File: config.mk
export PLATFORM = sky130hd
export DESIGN_NAME = chroma_db_ctrl
export DESIGN_NICKNAME = d
export VERILOG_FILES = /design/src/rtl/chroma_db_ctrl.sv
export SDC_FILE = /design/constraint.sdc
export NUM_CORES = 1
export LEC_CHECK = 0
export CAP_MARGIN = 5
export CORE_MARGIN = 2
export CORE_UTILIZATION = 45
export DETAILED_ROUTE_END_ITERATION = 12
export DONT_BUFFER_PORTS = 1
export GPL_TIMING_DRIVEN = 0
export SYNTH_ARGS = -nofsm -noshare
export SYNTH_HDL_FRONTEND = slang
export SYNTH_SLANG_ARGS = --single-unit
File: constraint.sdc
create_clock -name clk -period 1.9 [get_ports clk]
set_input_delay 0.38 -clock clk [delete_from_list [all_inputs] [get_ports clk]]
set_output_delay 0.38 -clock clk [all_outputs]
set_load 0.01 [all_outputs]
File: src/rtl/chroma_db_ctrl.sv
// Chroma deblocking sequencer: walks Cb then Cr edges of one macroblock, issuing
// pixel-buffer reads, filter BS/QP aligned to read data, and delayed write-backs.
module chroma_db_ctrl #(
    parameter int unsigned RD_LAT = 1
) (
    input  logic        clk,
    input  logic        rst,
    input  logic        start,
    input  logic        disable_all_i,
    input  logic        left_en_i,
    input  logic        top_en_i,
    input  logic [23:0] bs_v_i,
    input  logic [23:0] bs_h_i,
    input  logic [5:0]  qp_cb_cur_i,
    input  logic [5:0]  qp_cb_left_i,
    input  logic [5:0]  qp_cb_top_i,
    input  logic [5:0]  qp_cr_cur_i,
    input  logic [5:0]  qp_cr_left_i,
    input  logic [5:0]  qp_cr_top_i,
    output logic        rd_en,
    output logic        rd_comp,
    output logic        rd_dir,
    output logic        rd_edge,
    output logic [2:0]  rd_line,
    output logic [2:0]  pipe_bs_o,
    output logic [5:0]  pipe_qp1_o,
    output logic [5:0]  pipe_qp2_o,
    output logic        wr_en,
    output logic        wr_comp,
    output logic        wr_dir,
    output logic        wr_edge,
    output logic [2:0]  wr_line,
    output logic        busy,
    output logic        done
);

    localparam int unsigned WR_LAT = RD_LAT + 2;
    localparam int unsigned CW     = 8;
    localparam int unsigned TW     = 7;

    typedef enum logic [3:0] {
        IDLE, CB_V, GAP1, CB_H, CR_V, GAP2, CR_H, DRAIN, DONE
    } state_t;

    state_t        state;
    logic [CW-1:0] cnt;
    logic          left_q, top_q;
    logic [23:0]   bs_v_q, bs_h_q;
    logic [5:0]    qcb_cur_q, qcb_left_q, qcb_top_q;
    logic [5:0]    qcr_cur_q, qcr_left_q, qcr_top_q;

    logic          last_read;
    logic          cnt_end;
    logic [4:0]    bs_idx;
    logic [23:0]   bs_src;
    logic [2:0]    bs_sel;
    logic [5:0]    qp_cur, qp_side, qp1_sel;

    assign last_read = rd_edge && (rd_line == 3'd7);
    assign cnt_end   = (cnt == CW'(WR_LAT - 1));

    // BS field for the current read line: segment is the line pair index
    assign bs_idx = 5'({rd_edge, rd_line[2:1]}) * 5'd3;
    assign bs_src = rd_dir ? bs_h_q : bs_v_q;
    assign bs_sel = bs_src[bs_idx +: 3];

    always_comb begin
        qp_cur  = rd_comp ? qcr_cur_q : qcb_cur_q;
        qp_side = rd_comp ? (rd_dir ? qcr_top_q : qcr_left_q)
                          : (rd_dir ? qcb_top_q : qcb_left_q);
        qp1_sel = rd_edge ? qp_cur : qp_side;
    end

    // Sequencer; read tags are held at zero whenever no read is issued
    always_ff @(posedge clk or negedge rst) begin
        if (!rst) begin
            state      <= IDLE;
            cnt        <= '0;
            left_q     <= 1'b0;
            top_q      <= 1'b0;
            bs_v_q     <= '0;
            bs_h_q     <= '0;
            qcb_cur_q  <= '0;
            qcb_left_q <= '0;
            qcb_top_q  <= '0;
            qcr_cur_q  <= '0;
            qcr_left_q <= '0;
            qcr_top_q  <= '0;
            rd_en      <= 1'b0;
            rd_comp    <= 1'b0;
            rd_dir     <= 1'b0;
            rd_edge    <= 1'b0;
            rd_line    <= '0;
            busy       <= 1'b0;
            done       <= 1'b0;
        end else begin
            done <= 1'b0;
            unique case (state)
                IDLE: begin
                    if (start) begin
                        left_q     <= left_en_i;
                        top_q      <= top_en_i;
                        bs_v_q     <= bs_v_i;
                        bs_h_q     <= bs_h_i;
                        qcb_cur_q  <= qp_cb_cur_i;
                        qcb_left_q <= qp_cb_left_i;
                        qcb_top_q  <= qp_cb_top_i;
                        qcr_cur_q  <= qp_cr_cur_i;
                        qcr_left_q <= qp_cr_left_i;
                        qcr_top_q  <= qp_cr_top_i;
                        busy       <= 1'b1;
                        if (disable_all_i) begin
                            state <= DONE;
                            done  <= 1'b1;
                        end else begin
                            state   <= CB_V;
                            rd_en   <= 1'b1;
                            rd_comp <= 1'b0;
                            rd_dir  <= 1'b0;
                            rd_edge <= ~left_en_i;
                            rd_line <= '0;
                        end
                    end
                end
                CB_V, CB_H, CR_V, CR_H: begin
                    if (!last_read) begin
                        if (rd_line == 3'd7) begin
                            rd_edge <= 1'b1;
                            rd_line <= '0;
                        end else begin
                            rd_line <= rd_line + 3'd1;
                        end
                    end else begin
                        rd_en   <= 1'b0;
                        rd_comp <= 1'b0;
                        rd_dir  <= 1'b0;
                        rd_edge <= 1'b0;
                        rd_line <= '0;
                        cnt     <= '0;
                        unique case (state)
                            CB_V: state <= GAP1;
                            CB_H: begin
                                // no dependency between Cb horizontal and Cr vertical
                                state   <= CR_V;
                                rd_en   <= 1'b1;
                                rd_comp <= 1'b1;
                                rd_edge <= ~left_q;
                            end
                            CR_V:    state <= GAP2;
                            default: state <= DRAIN;
                        endcase
                    end
                end
                GAP1, GAP2: begin
                    if (cnt_end) begin
                        state   <= (state == GAP1) ? CB_H : CR_H;
                        rd_en   <= 1'b1;
                        rd_comp <= (state == GAP2);
                        rd_dir  <= 1'b1;
                        rd_edge <= ~top_q;
                        rd_line <= '0;
                    end else begin
                        cnt <= cnt + CW'(1);
                    end
                end
                DRAIN: begin
                    if (cnt_end) begin
                        state <= DONE;
                        done  <= 1'b1;
                    end else begin
                        cnt <= cnt + CW'(1);
                    end
                end
                DONE: begin
                    state <= IDLE;
                    busy  <= 1'b0;
                end
                default: begin
                    state <= IDLE;
                    busy  <= 1'b0;
                end
            endcase
        end
    end

    // Filter side-band: BS is zero between valid lines, QP holds its last value
    logic [2:0] bs_d  [RD_LAT];
    logic [5:0] qp1_d [RD_LAT];
    logic [5:0] qp2_d [RD_LAT];
    logic       vld_d [RD_LAT];

    always_ff @(posedge clk or negedge rst) begin
        if (!rst) begin
            for (int i = 0; i < int'(RD_LAT); i++) begin
                bs_d[i]  <= '0;
                qp1_d[i] <= '0;
                qp2_d[i] <= '0;
                vld_d[i] <= 1'b0;
            end
        end else begin
            vld_d[0] <= rd_en;
            bs_d[0]  <= rd_en ? bs_sel : 3'd0;
            if (rd_en) begin
                qp1_d[0] <= qp1_sel;
                qp2_d[0] <= qp_cur;
            end
            for (int i = 1; i < int'(RD_LAT); i++) begin
                vld_d[i] <= vld_d[i-1];
                bs_d[i]  <= bs_d[i-1];
                if (vld_d[i-1]) begin
                    qp1_d[i] <= qp1_d[i-1];
                    qp2_d[i] <= qp2_d[i-1];
                end
            end
        end
    end

    assign pipe_bs_o  = bs_d[RD_LAT-1];
    assign pipe_qp1_o = qp1_d[RD_LAT-1];
    assign pipe_qp2_o = qp2_d[RD_LAT-1];

    // Write-back command is the read command delayed past the filter
    logic [WR_LAT-1:0][TW-1:0] wr_sr;

    always_ff @(posedge clk or negedge rst) begin
        if (!rst) begin
            wr_sr <= '0;
        end else begin
            wr_sr <= {wr_sr[WR_LAT-2:0], rd_en, rd_comp, rd_dir, rd_edge, rd_line};
        end
    end

    assign {wr_en, wr_comp, wr_dir, wr_edge, wr_line} = wr_sr[WR_LAT-1];

endmodule

-- After elaboration in Yosys (flattened, before gate mapping)
Cells that the tools add are included.
- register bits after elaboration: 143
- bits of input ports: 90
- word-level logic and storage cells: 113
- add/sub/neg operators: 2
- multipliers: 1
- equality and inequality tests: 16
- shift operators: 1
- mux-type cells: 49
- bitwise gates (word level): 4
- reduce and logical (&&, ||, !) cells: 15
- operators with widths (kind ; count):
    $mux W6 ; 5
    $mux W24 ; 1
    $shiftx A24 B6 Y3 ; 1
    $mux W3 ; 7
    $mux W4 ; 5
    $mux W1 ; 19
    $pmux W3 S3 ; 2
    $eq A4 B3 Y1 const B ; 4
    $mux W8 ; 2
    $pmux W4 S4 ; 1
    $pmux W8 S2 ; 1
    $ne A2 B2 Y1 const B ; 6
    $pmux W1 S3 ; 4
    $reduce_and A5 Y1 ; 2
    $add A8 B1 Y8 const B ; 1
    $eq A4 B2 Y1 const B ; 2
    $eq A8 B2 Y1 const B ; 1
    $reduce_and A4 Y1 ; 2
    $reduce_or A7 Y1 ; 1
    $mul A3 B2 Y5 const B ; 1
    $eq A4 B1 Y1 const B ; 1
    $logic_not A4 Y1 ; 1
    $not A1 Y1 ; 4
    $pmux W1 S2 ; 2
    other kinds (11) ; 12

-- Depth between registers and ports, before layout
Gate-level depths: netlist of the first run.
- depth after elaboration: 4
- gate-level depth with buffers: 6
- mapped depth without buffers: 6

-- Least setup slack after synthesis of the first run
OpenSTA, ideal clock, no wires.
- kind: register -> register
- start point: register cnt[0]
- end point: register rd_comp
- library setup time: 128 ps
- arrival time: 1766 ps
- path slack: 6 ps
- cell stages (with the launch flop): 7
- buffers on the path: 0
- clock period less this slack: 1894 ps
- cell sequence: dfrtp_1 -> inv_1 -> ha_1 -> nor3b_1 -> nand2_1 -> a211oi_2 -> mux2_1
- longest elaborated chain between the ends: 3
- ends and longest elaborated chain (item ; line ; text):
    from (decl) ; 46 ; logic [CW-1:0] cnt;
    from (signal assigned) ; 163 ; cnt <= cnt + CW'(1);
    from (signal assigned) ; 171 ; cnt <= cnt + CW'(1);
    $eq A8 B2 Y1 ; 60 ; assign cnt_end = (cnt == CW'(WR_LAT - 1));
    $ne A2 B2 Y1 (no source line) ; n/a ;
    $reduce_and A5 Y1 (no source line) ; n/a ;
    to (signal assigned) ; 158 ; rd_comp <= (state == GAP2);
    to (decl) ; 21 ; output logic rd_comp,
Every way passes these cells.
A chain may end at the register's enable or synchronous reset.

-- Worst setup path after layout of the first run
- start point: register rd_line[1]
- end point: register state[2]
- longest elaborated chain between the ends: 4
- ends and longest elaborated chain (item ; line ; text):
    from (decl) ; 24 ; output logic [2:0] rd_line,
    from (signal assigned) ; 131 ; rd_line <= rd_line + 3'd1;
    $eq A3 B3 Y1 ; 59 ; assign last_read = rd_edge && (rd_line == 3'd7);
    $logic_and A1 B1 Y1 ; 59 ;
    $ne A2 B2 Y1 (no source line) ; n/a ;
    $reduce_and A4 Y1 (no source line) ; n/a ;
    to (signal assigned) ; 156 ; state <= (state == GAP1) ? CB_H : CR_H;
    to (decl) ; 45 ; state_t state;
Every way passes these cells.

==> impl_results.md, run 1 <==
* Final std cells w/o fill at slightly above 600
* # clock sinks at roughly 140
* Fmax at between 500 and 600 MHz
* Vert. Die Dim at 120.6 um
* Cell Rows at 42
* Post-route ant nets at 0
* ANT cells at 0
* Clk buf depth at 2
* Post-Place Setup Slack at -368.2 ps
* Fin. max-slew vios at 0
* Yosys warning count at 0
* Worst-path cell chain: ha_4, ha_4, a21o_1, buf_4, o2bb2ai_1, or2_1, o21ai_0
* Startpoint types: register
* DIE WIDTH at approximately 120 um
* H-tree Lvls at 4
* Fin crit period at between 1500 and 2000 ps
* Most common cell after layout, fill and taps aside: dfrtp_1
* Post-synthesis compound-gate area fraction at under 10%
* # DRC at 0
* Pwr per Cell Area at around 1900 mW/mm2
* Distinct cells, synth at 49
* Initial Util at 46.18%
* Worst EP required at ~2200 ps
* Fin nets at about 520
* Final hold vios at around 140
* Synthesized area at around 0.0061 mm2
* Static leakage at just over 3 nW
* Slew Limit Headroom at between 60% and 70%
* Post-synthesis sequential area ratio at between 50% and 60%
* Io pins at about 120
* Worst-Skew Late Latency at around 420 ps
* CTS tree: built
* Worst EP arrival at 2150 ps
* Die area at 0.01454 mm2
* Clock skew at 5.439 ps
* Largest net degree at the start of global routing at 144
* Max-cap violations at 0
* Switching Fraction at between 30% and 40%
* Final WL at 12690 um
* Setup Viol. Count Final at 0
* Synth Instances at 405
* Violated checks: hold timing
* Num CTS Buffers at 17
* Clock-pin slew on the worst setup and hold paths at roughly 60 ps
* Buf+Inv Stages, Crit Path at 1
* HPWL Detailed at between 8000 and 9000 um
* Kind of end point of the critical path: register
* Final Cycle Share at a little over nine tenths
* Cell internal pwr at roughly 0.0096 W
* Initial antenna violation count at 0
* Combinational share of power at between 30% and 40%
* Post-synthesis mux area share at 28.05%
* Worst IR drop on VDD at 0.8515 mV
* Status: finished with violations
* Layout area overhead at 17.53%
* Delay-heaviest family, CP: compound AO/OA/AOI/OAI gates
* Critical Path Most Common Cell: ha_4
* Kind of critical path: reg -> reg
* Vias at 3450
* Most frequent cells in the layout: dfrtp_1 (138), mux2_2 (86), mux4_2 (18)
* Vias in the first global route at about 3600
* Port bufs at 0
* Crit-path slowest cell: dfrtp_2
* Yosys reg bits at about 140
* Max stage delay on crit path at around 500 ps
* First-pass GRT wire length at 20230 um
* Avg Cell Area, Syn at ~15 um2
* Reg2Reg Depth at 7
* Clock tree root driver cell: clkbuf_16
* Top fanout value on the critical path at 7
* Fin Hold WS at -337.1 ps
* Core area at ~0.013 mm2
* Sequential power share at about 40%
* Psw at roughly 0.0042 W
* Fin worst setup slack at about 38 ps
* Post-Synth XOR/XNOR Area at 0.5728%
* R2R Path Start: rd_line[1]
* Placer Congestion at around 0.86
* Unrepaired setup endpoints after global routing: yes
* DRT Pass-1 Iters at 4
* Hold WC Path Type: in -> async
* Clock power share at a little over a quarter
* Crit. path cell count at 7
* Aggregate global routing overflow at 0
* Routed vias/inst at about 5.6
* DR WL/cell at 20.57 um
* Largest family of logic cells by synthesized area: multiplexers
* Crit. Startpoint: rd_line[1]
* Worst Tran Pin Value at around 550 ps
* DR iter-0 viols at 170
* All-layer global routing usage at about a fifth
* Post-synthesis adder-cell area fraction at less than 1%
* Post-Synth Simple-Gate Area at under 10%
* Syn nets at 499
* Ratio of cells with drive above 1 in the final layout at 43.31%
* Fin util at around 54%
* Dpl cells at 581
==> metal layers <==
| layer | wire (um) | global-route usage (%) | up-vias |
|---|---|---|---|
| li1 | - | - | 1531 |
| met1 | 5467 | 24.26 | 1829 |
| met2 | 6374 | 29.66 | 76 |
| met3 | 671 | 7.264 | 14 |
| met4 | 178 | 6.613 | 0 |
| met5 | 0 | 0 | - |
==> sequential cells by signal, indices dropped and copies added (netlist names), 8 cells and up <==
register,count
cnt,8
bs_h_q,24
bs_v_q,24
wr_sr,14
==> synth_stat cells, drive strengths merged <==
cell type | count | area share [%]
mux2 | 103 | 19
nor4b | 1 | 0.39
o2111ai | 1 | 0.25
and3b | 1 | 0.14
nand3 | 1 | 0.082
a21oi | 12 | 0.98
a2111oi | 2 | 0.39
nor3b | 1 | 0.12
o2111a | 1 | 0.18
or3 | 2 | 0.20
nand2 | 8 | 0.49
dfrtp | 143 | 59
mux4 | 18 | 6.6
buf | 21 | 1.9
nor2 | 14 | 0.86
a31oi | 1 | 0.10
xnor2 | 4 | 0.57
o21ai | 7 | 0.57
nand2b | 1 | 0.10
a22o | 3 | 0.43
clkbuf | 3 | 0.18
ha | 4 | 0.82
nor4 | 2 | 0.41
a221oi | 1 | 0.43
mux2i | 15 | 2.5
inv | 7 | 0.43
nand4bb | 1 | 0.18
nor3 | 1 | 0.082
or2 | 2 | 0.20
nand4b | 1 | 0.14
a21o | 2 | 0.25
a31o | 1 | 0.14
o2bb2ai | 1 | 0.14
o31ai | 4 | 0.49
or3b | 1 | 0.18
a211oi | 2 | 0.33
and3 | 2 | 0.20
nand4 | 1 | 0.10
o22ai | 6 | 0.61
o21bai | 1 | 0.12
nor2b | 2 | 0.20
==> stage by stage <==
stage	hold WS, ps	cell area, um2	setup TNS [ps]	total power (W)
after detailed placement	90.26	6336	-5707	0.009804
after floorplan	84.41	6116	0	0.008717
final	-337.1	7188	0	0.01381
after CTS	-362.2	7128	0	0.01384
after global placement	92.23	6336	-4564	0.009632
after global routing	-367.4	7188	-180.7	0.01464
==> logic make-up (layout without fill, tap and decap cells) <==
| kind of cell | count (synthesis) | count (layout) |
|---|---|---|
| adder cells (fa/ha/maj) | 4 | 4 |
| AO/OA/AOI/OAI | 45 | 45 |
| flip-flops | 143 | 143 |
| AND/OR/NAND/NOR | 42 | 42 |
| buffers and inverters | 31 | 67 |
| multiplexers | 136 | 136 |
| XOR/XNOR | 4 | 4 |
==> area by class of cell <==
class / count / area (um2)
Multi-Input combinational cell: 231 / 2502
Clock buffer: 18 / 439.2
Buffer: 23 / 141.4
Fill cell: 1137 / 6055
Inverter: 7 / 26.28
Timing Repair Buffer: 5 / 37.54
Clock inverter: 14 / 236.5
Sequential cell: 143 / 3585
Tap cell: 176 / 220.2
==> power groups by stage <==
stage | sequential, W | clock [W] | combinational (W)
5_1_grt | 0.00567 | 0.00399 | 0.00497
2_1_floorplan | 0.00517 | 0 | 0.00354
3_3_place_gp | 0.00544 | 0 | 0.00419
3_5_place_dp | 0.00550 | 0 | 0.00431
6_report | 0.00549 | 0.00377 | 0.00455
4_1_cts | 0.00548 | 0.00385 | 0.00450
==> path summary, 6_finish.rpt <==
| path | to | slack (ps) |
|---|---|---|
| hold / removal | state[3] | -340 |
| setup reg to reg | state[2] | 40 |
| hold reg to reg | wr_dir | 350 |
| setup / recovery | state[2] | 40 |
| min in group clk | bs_h_q[9] | 90 |
| max in group asynchronous | cnt[0] | 1960 |
==> repair_timing <==
action                     CTS  global route
buffers inserted             3             2
setup endpoints to repair   34            17
gates resized for setup     23            16
pin swaps                    4             1
hold endpoints to repair   143           143
gates cloned                 0             0
Note: power is estimated with default switching activity, not from simulation.
==> run 2, diff against run 1 <==
CORE_MARGIN = default   (was 2)
HOLD_SLACK_MARGIN = 0.12   (was default)
==> run 2 against run 1 <==
  * The flow finishes with violations (hold timing, setup timing)
  * Critical path depth down 1
  * First-iteration DRC count down 8.2%
  * Sequential power about the same
  * Combinational power up 6.4%
  * Fmax down 2.5%
  * Cell area up 11%
  * Sequential cell count unchanged
  * Largest cell class unchanged
==> impl_results.md, run 2 (synthesized netlist as in run 1, its figures left out) <==
* # DRC at 0 (unchanged)
* Worst-Skew Late Latency at 420 ps (about the same)
* Reg2reg setup slack at -10 ps (-50 ps)
* Final WL at 13650 um (+7.6%)
* Initial Util at 46.18% (unchanged)
* Num CTS Buffers at 17 (unchanged)
* Cell internal pwr at 0.009227 W (-3.5%)
* Area after DPL at 0.006336 mm2 (unchanged)
* Fin crit period at 1910 ps (+47.58 ps)
* Cell Rows at 42 (unchanged)
* Worst EP required at 2200 ps (about the same)
* Post-route ant nets at 0 (unchanged)
* Routed vias/inst at 5.404 (-3.3%)
* R2R Path Start: rd_line[1]
* # clock sinks at 143 (unchanged)
* Largest net degree at the start of global routing at 144 (unchanged)
* Port bufs at 0 (unchanged)
* HPWL Detailed at 8984 um (+1.8%)
* Crit. path cell count at 6 (-1)
* Fin worst setup slack at -9.538 ps (-47.58 ps)
* Final hold vios at 143 (unchanged)
* Kind of critical path: reg -> reg
* Psw at 0.004292 W (+1.2%)
* Vias at 3810 (+10%)
* Crit-path slowest cell: dfrtp_2
* Post-Place Setup Slack at -377.0 ps (-8.716 ps)
* Clock-pin slew on the worst setup and hold paths at 60 ps (about the same)
* Clock skew at 7.938 ps (+2.498 ps)
* Startpoint types: register
* Status: finished with violations
* Violated checks: hold timing, setup timing
* CTS tree: built
* Clk buf depth at 2 (unchanged)
* Fmax at 523.7 MHz (-2.5%)
* Fin util at 60.02% (+5.7 points)
* Clock tree root driver cell: clkbuf_16
* Worst-path cell chain: ha_4, ha_4, a21o_1, nor2_4, a211oi_4, mux2_4
* # hold bufs at CTS at 86
* Pwr per Cell Area at 1701 mW/mm2 (-11%)
* Vias in the first global route at 4219 (+16%)
* Initial antenna violation count at 0 (unchanged)
* Ratio of cells with drive above 1 in the final layout at 34.78% (-8.5 points)
* Core area at 0.01324 mm2 (unchanged)
* Worst EP arrival at 2210 ps (+60 ps)
* Reg2Reg Depth at 6 (-1)
* Delay-heaviest family, CP: compound AO/OA/AOI/OAI gates
* Most frequent cells in the layout: dfrtp_1 (138), mux2_2 (86), dlygate4sd3_1 (86)
* Hold WC Path Type: in -> async
* Fin. max-slew vios at 0 (unchanged)
* Unrepaired setup endpoints after global routing: yes
* DR WL/cell at 19.36 um (-5.9%)
* Most common cell after layout, fill and taps aside: dfrtp_1
* ANT cells at 0 (unchanged)
* Io pins at 121 (unchanged)
* H-tree Lvls at 4 (unchanged)
* Kind of end point of the critical path: register
* Clock power share at 23.4% (-3.9 points)
* Buf+Inv Stages, Crit Path at 0 (-1)
* Fin Hold WS at -346.9 ps (-9.796 ps)
* Final Cycle Share at 100.5% (+2.5 points)
* Dpl cells at 581 (unchanged)
* Setup Viol. Count Final at 3 (+3)
* Final std cells w/o fill at 705 (+14%)
* DIE WIDTH at 118.6 um (-1.7%)
* Combinational share of power at 35.8% (+2.8 points)
* Aggregate global routing overflow at 0 (unchanged)
* Fin nets at 611 (+17%)
* Cell area after layout at 0.007948 mm2 (+11%)
* Max-cap violations at 0 (unchanged)
* Critical R2R Capture: rd_comp
* Vert. Die Dim at 118.6 um (-1.7%)
* Static leakage at 3.372 nW (+11%)
* Max stage delay on crit path at 500 ps (about the same)
* Critical Path Most Common Cell: ha_4
* Final Total Pwr at 0.01352 W (-2.1%)
* DR iter-0 viols at 156 (-8.2%)
* Top fanout value on the critical path at 7 (unchanged)
* Worst IR drop on VDD at 0.9340 mV (+9.7%)
* First-pass GRT wire length at 22670 um (+12%)
* Largest registers: bs_h_q: 24 flops, bs_v_q: 24 flops, wr_sr: 14 flops
* Placer Congestion at 0.8433 (-1.5%)
* Die area at 0.01406 mm2 (-3.3%)
* Slew Limit Headroom at 62.91% (-0.18 points)
* Sequential power share at 40.8% (+1.0 points)
* Layout area overhead at 29.95%
* Switching Fraction at 31.75% (+1.0 points)
* Worst Tran Pin Value at 556.4 ps (+2.677 ps)
* All-layer global routing usage at 21.34% (+2.4 points)
* DRT Pass-1 Iters at 4 (unchanged)
==> run 2: cell count changes in the layout (fill, tap and decap cells not counted), sizes merged <==
cell / change
buf: +2
clkinvlp: -2
clkbuf: +9
clkinv: -2
inv: -1
dlygate4sd3: +86
bufinv: -4
==> run 2: power by group through the flow <==
stage	combinational (W)	clock (W)	sequential (W)
2_1_floorplan	0.00354	0	0.00517
3_3_place_gp	0.00418	0	0.00543
3_5_place_dp	0.00429	0	0.00553
4_1_cts	0.00467	0.00323	0.00550
5_1_grt	0.00527	0.00336	0.00569
6_report	0.00484	0.00316	0.00552
==> run 2: area by class of cell <==
type | instances | area, um2
multi-input cells | 231 | 2502
plain buffers | 23 | 141.4
flip-flops and latches | 143 | 3585
repair buffers | 94 | 920.9
fillers | 1028 | 5295
clock inverters | 5 | 82.58
clock buffers | 26 | 469.2
inverters | 7 | 26.28
well taps | 176 | 220.2
==> run 2: worst max path at each step <==
stage | start | to
finish | rd_line[1] | rd_comp
global route | rd_line[1] | rd_en
CTS | rd_line[1] | rd_comp
detailed placement | cnt[0] | rd_comp
global placement | rd_dir | pipe_bs_o[2]
floorplan | cnt[0] | rd_comp
==> run 2: per-stage QoR <==
step	hold slack [ps]	setup TNS (ps)
floorplan	84.41	0
global placement	89.87	-4520
detailed placement	92.15	-5054
CTS	-363.1	-2.058
global route	-370.7	-355.0
finish	-346.9	-18.76
==> run 2: layer usage <==
| layer | vias up | share of wire, % | routed length, um | global-route usage, % |
|---|---|---|---|---|
| li1 | 1717 | - | - | - |
| met1 | 1985 | 42 | 5754 | 26.58 |
| met2 | 87 | 51 | 6997 | 34.65 |
| met3 | 21 | 4.9 | 675 | 7.191 |
| met4 | 0 | 1.6 | 225 | 7.516 |
| met5 | - | 0 | 0 | 0 |
==> run 2: what timing repair did <==
item / CTS / global route
endpoints found under the setup margin: 35 / 11
pin swaps: 3 / 4
gates resized for setup: 21 / 17
setup buffers: 4 / 4
hold endpoints to repair: 229 / 143
==> run 3, diff against run 2 <==
CORE_MARGIN = 5   (was default)
==> run 3 against run 2 <==
  * The run still ends with hold timing, setup timing left
  * Count of clock-buffer cells in the layout shrank 9
  * Non-clock buffer count is the same
  * Sequential cell count is the same
  * Fmax shrank 1.7%
  * Wire length grew 4.5%
  * Global-route usage shrank 3.0 points
  * Worst hold slack gained 3.4 ps
  * Register-to-register slack lost 30 ps
  * Sequential power is essentially flat
  * Sequential share of layout area shrank 0.065 points
  * Utilization shrank 0.17 points
  * Clock power grew 2%
  * Highest routed layer unchanged
==> impl_results.md, run 3 (synthesized netlist as in run 1, its figures left out) <==
* Fin nets at 611 (unchanged)
* Fin worst setup slack at -42.95 ps (-33.41 ps)
* Unrepaired setup endpoints after global routing: yes
* Worst IR drop on VDD at 1.005 mV (+7.6%)
* Vias at 3766 (-1.2%)
* Static leakage at 3.357 nW (-0.44%)
* Fmax at 514.7 MHz (-1.7%)
* Final hold vios at 143 (unchanged)
* HPWL Detailed at 9218 um (+2.6%)
* Max-cap violations at 0 (unchanged)
* Port bufs at 0 (unchanged)
* Aggregate global routing overflow at 0 (unchanged)
* Cell Rows at 42 (unchanged)
* Fin. max-slew vios at 0 (unchanged)
* Initial antenna violation count at 0 (unchanged)
* Placer Congestion at 0.8027 (-4.8%)
* Final WL at 14270 um (+4.5%)
* Most common cell after layout, fill and taps aside: dfrtp_1
* Crit-path slowest cell: dfrtp_2
* All-layer global routing usage at 18.35% (-3.0 points)
* Top fanout value on the critical path at 7 (unchanged)
* DIE WIDTH at 126.6 um (+6.7%)
* Worst EP arrival at 2250 ps (+40 ps)
* Core area at 0.01330 mm2 (+0.40%)
* Num CTS Buffers at 17 (unchanged)
* Fin Hold WS at -343.5 ps (+3.428 ps)
* Most frequent cells in the layout: dfrtp_1 (139), mux2_2 (86), dlygate4sd3_1 (86)
* Vias in the first global route at 4143 (-1.8%)
* Slew Limit Headroom at 64.12% (+1.2 points)
* Kind of critical path: reg -> reg
* Die area at 0.01602 mm2 (+14%)
* Clock skew at 9.493 ps (+1.555 ps)
* Clock-pin slew on the worst setup and hold paths at 60 ps (about the same)
* Hold WC Path Type: in -> async
* Vert. Die Dim at 126.6 um (+6.7%)
* Worst Tran Pin Value at 538.2 ps (-18.17 ps)
* Max stage delay on crit path at 520 ps (+20 ps)
* Post-route ant nets at 0 (unchanged)
* First-pass GRT wire length at 22710 um (+0.18%)
* Clock tree root driver cell: clkbuf_16
* H-tree Lvls at 4 (unchanged)
* # clock sinks at 143 (unchanged)
* Final Cycle Share at 102.3% (+1.8 points)
* Pwr per Cell Area at 1707 mW/mm2 (+0.35%)
* Ratio of cells with drive above 1 in the final layout at 36.23% (+1.4 points)
* DR WL/cell at 20.21 um (+4.3%)
* Worst EP required at 2200 ps (about the same)
* Routed vias/inst at 5.334 (-1.3%)
* Largest registers: bs_h_q: 24 flops, bs_v_q: 24 flops, wr_sr: 14 flops
* # DRC at 0 (unchanged)
* Worst-path cell chain: ha_4, ha_4, a21o_1, nor2_4, a211oi_4, mux2_4
* Violated checks: hold timing, setup timing
* Clk buf depth at 2 (unchanged)
* Setup Viol. Count Final at 3 (unchanged)
* CTS tree: built
* Final TNS setup at -118.2 ps (-99.41 ps)
* Worst-Skew Late Latency at 420 ps (about the same)
* ANT cells at 0 (unchanged)
* Status: finished with violations
* DRT Pass-1 Iters at 4 (unchanged)
* DR iter-0 viols at 135 (-13%)
* Fin crit period at 1943 ps (+33.41 ps)
* Startpoint types: register
* # hold bufs at CTS at 86 (unchanged)
* Io pins at 121 (unchanged)
* Critical Path Most Common Cell: ha_4
* Layout area overhead at 30.09%
* Kind of end point of the critical path: register
* Initial Util at 46.00% (-0.18 points)
* Largest net degree at the start of global routing at 144 (unchanged)
==> run 3: final timing paths <==
kind / from / to / slack, ps / depth (start not counted)
worst max-delay path: rd_line[1] / rd_comp / -40 / 6
worst min-delay path: rst / wr_en / -340 / 0
worst max register to register: rd_line[1] / rd_comp / -40 / 6
worst min register to register: wr_sr[5] / wr_sr[12] / 350 / 0
max in group asynchronous: rst / rd_line[1] / 2070 / 0
min in group clk: disable_all_i / state[3] / 190 / 2
==> run 3: cell type report <==
| type | count | area, um2 |
|---|---|---|
| multi-input cells | 231 | 2490 |
| inverters | 7 | 26.28 |
| fillers | 1003 | 5339 |
| clock buffers | 17 | 425.4 |
| clock inverters | 15 | 147.6 |
| flip-flops and latches | 143 | 3583 |
| repair buffers | 94 | 920.9 |
| plain buffers | 23 | 142.6 |
| well taps | 176 | 220.2 |
==> run 3: metal layers <==
metal	vias to the layer above	routed length [um]	global-route usage, %	share of wire, %
met5	-	0	0	0
met4	0	300	7.823	2.1
met3	22	710	5.380	5.0
met2	85	7218	29.11	51
met1	1947	6035	23.60	42
li1	1712	-	-	-
==> run 3: report_power, final <==
| group | total (W) | internal, W | switching (W) |
|---|---|---|---|
| clock network | 0.00322 | 0.00192 | 0.00131 |
| registers | 0.00552 | 0.00450 | 0.00102 |
| logic | 0.00484 | 0.00274 | 0.00210 |
| total | 0.0136 | 0.00916 | 0.00442 |
==> run 3: what timing repair did <==
item | 4_1_cts | 5_1_grt
resized for setup | 19 | 17
setup endpoints to repair | 31 | 17
pin swaps | 3 | 5
buffers inserted | 5 | 3
endpoints found under the hold margin | 229 | 143
==> run 3: critical path: cells and delay by family, from the launching register on <==
kind	cells	cell delay [ps]
adder cells (fa/ha/maj)	2	320
AO/OA/AOI/OAI	2	560
AND/OR/NAND/NOR	1	80
flip-flops	1	520
multiplexers	1	330
==> run 3: metrics by stage <==
| stage | power, W | area [um2] | setup WS, ps | std cells | util (%) |
|---|---|---|---|---|---|
| final | 0.01358 | 7956 | -42.95 | 706 | 59.84 |
| after global routing | 0.01437 | 7956 | -93.58 | 706 | 59.84 |
| after CTS | 0.01344 | 7879 | 2.695 | 704 | 59.26 |
| after detailed placement | 0.009808 | 6336 | -341.6 | 581 | 47.66 |
| after global placement | 0.009607 | 6336 | -341.3 | 581 | 47.66 |
| after floorplan | 0.008717 | 6116 | 6.022 | 405 | - |
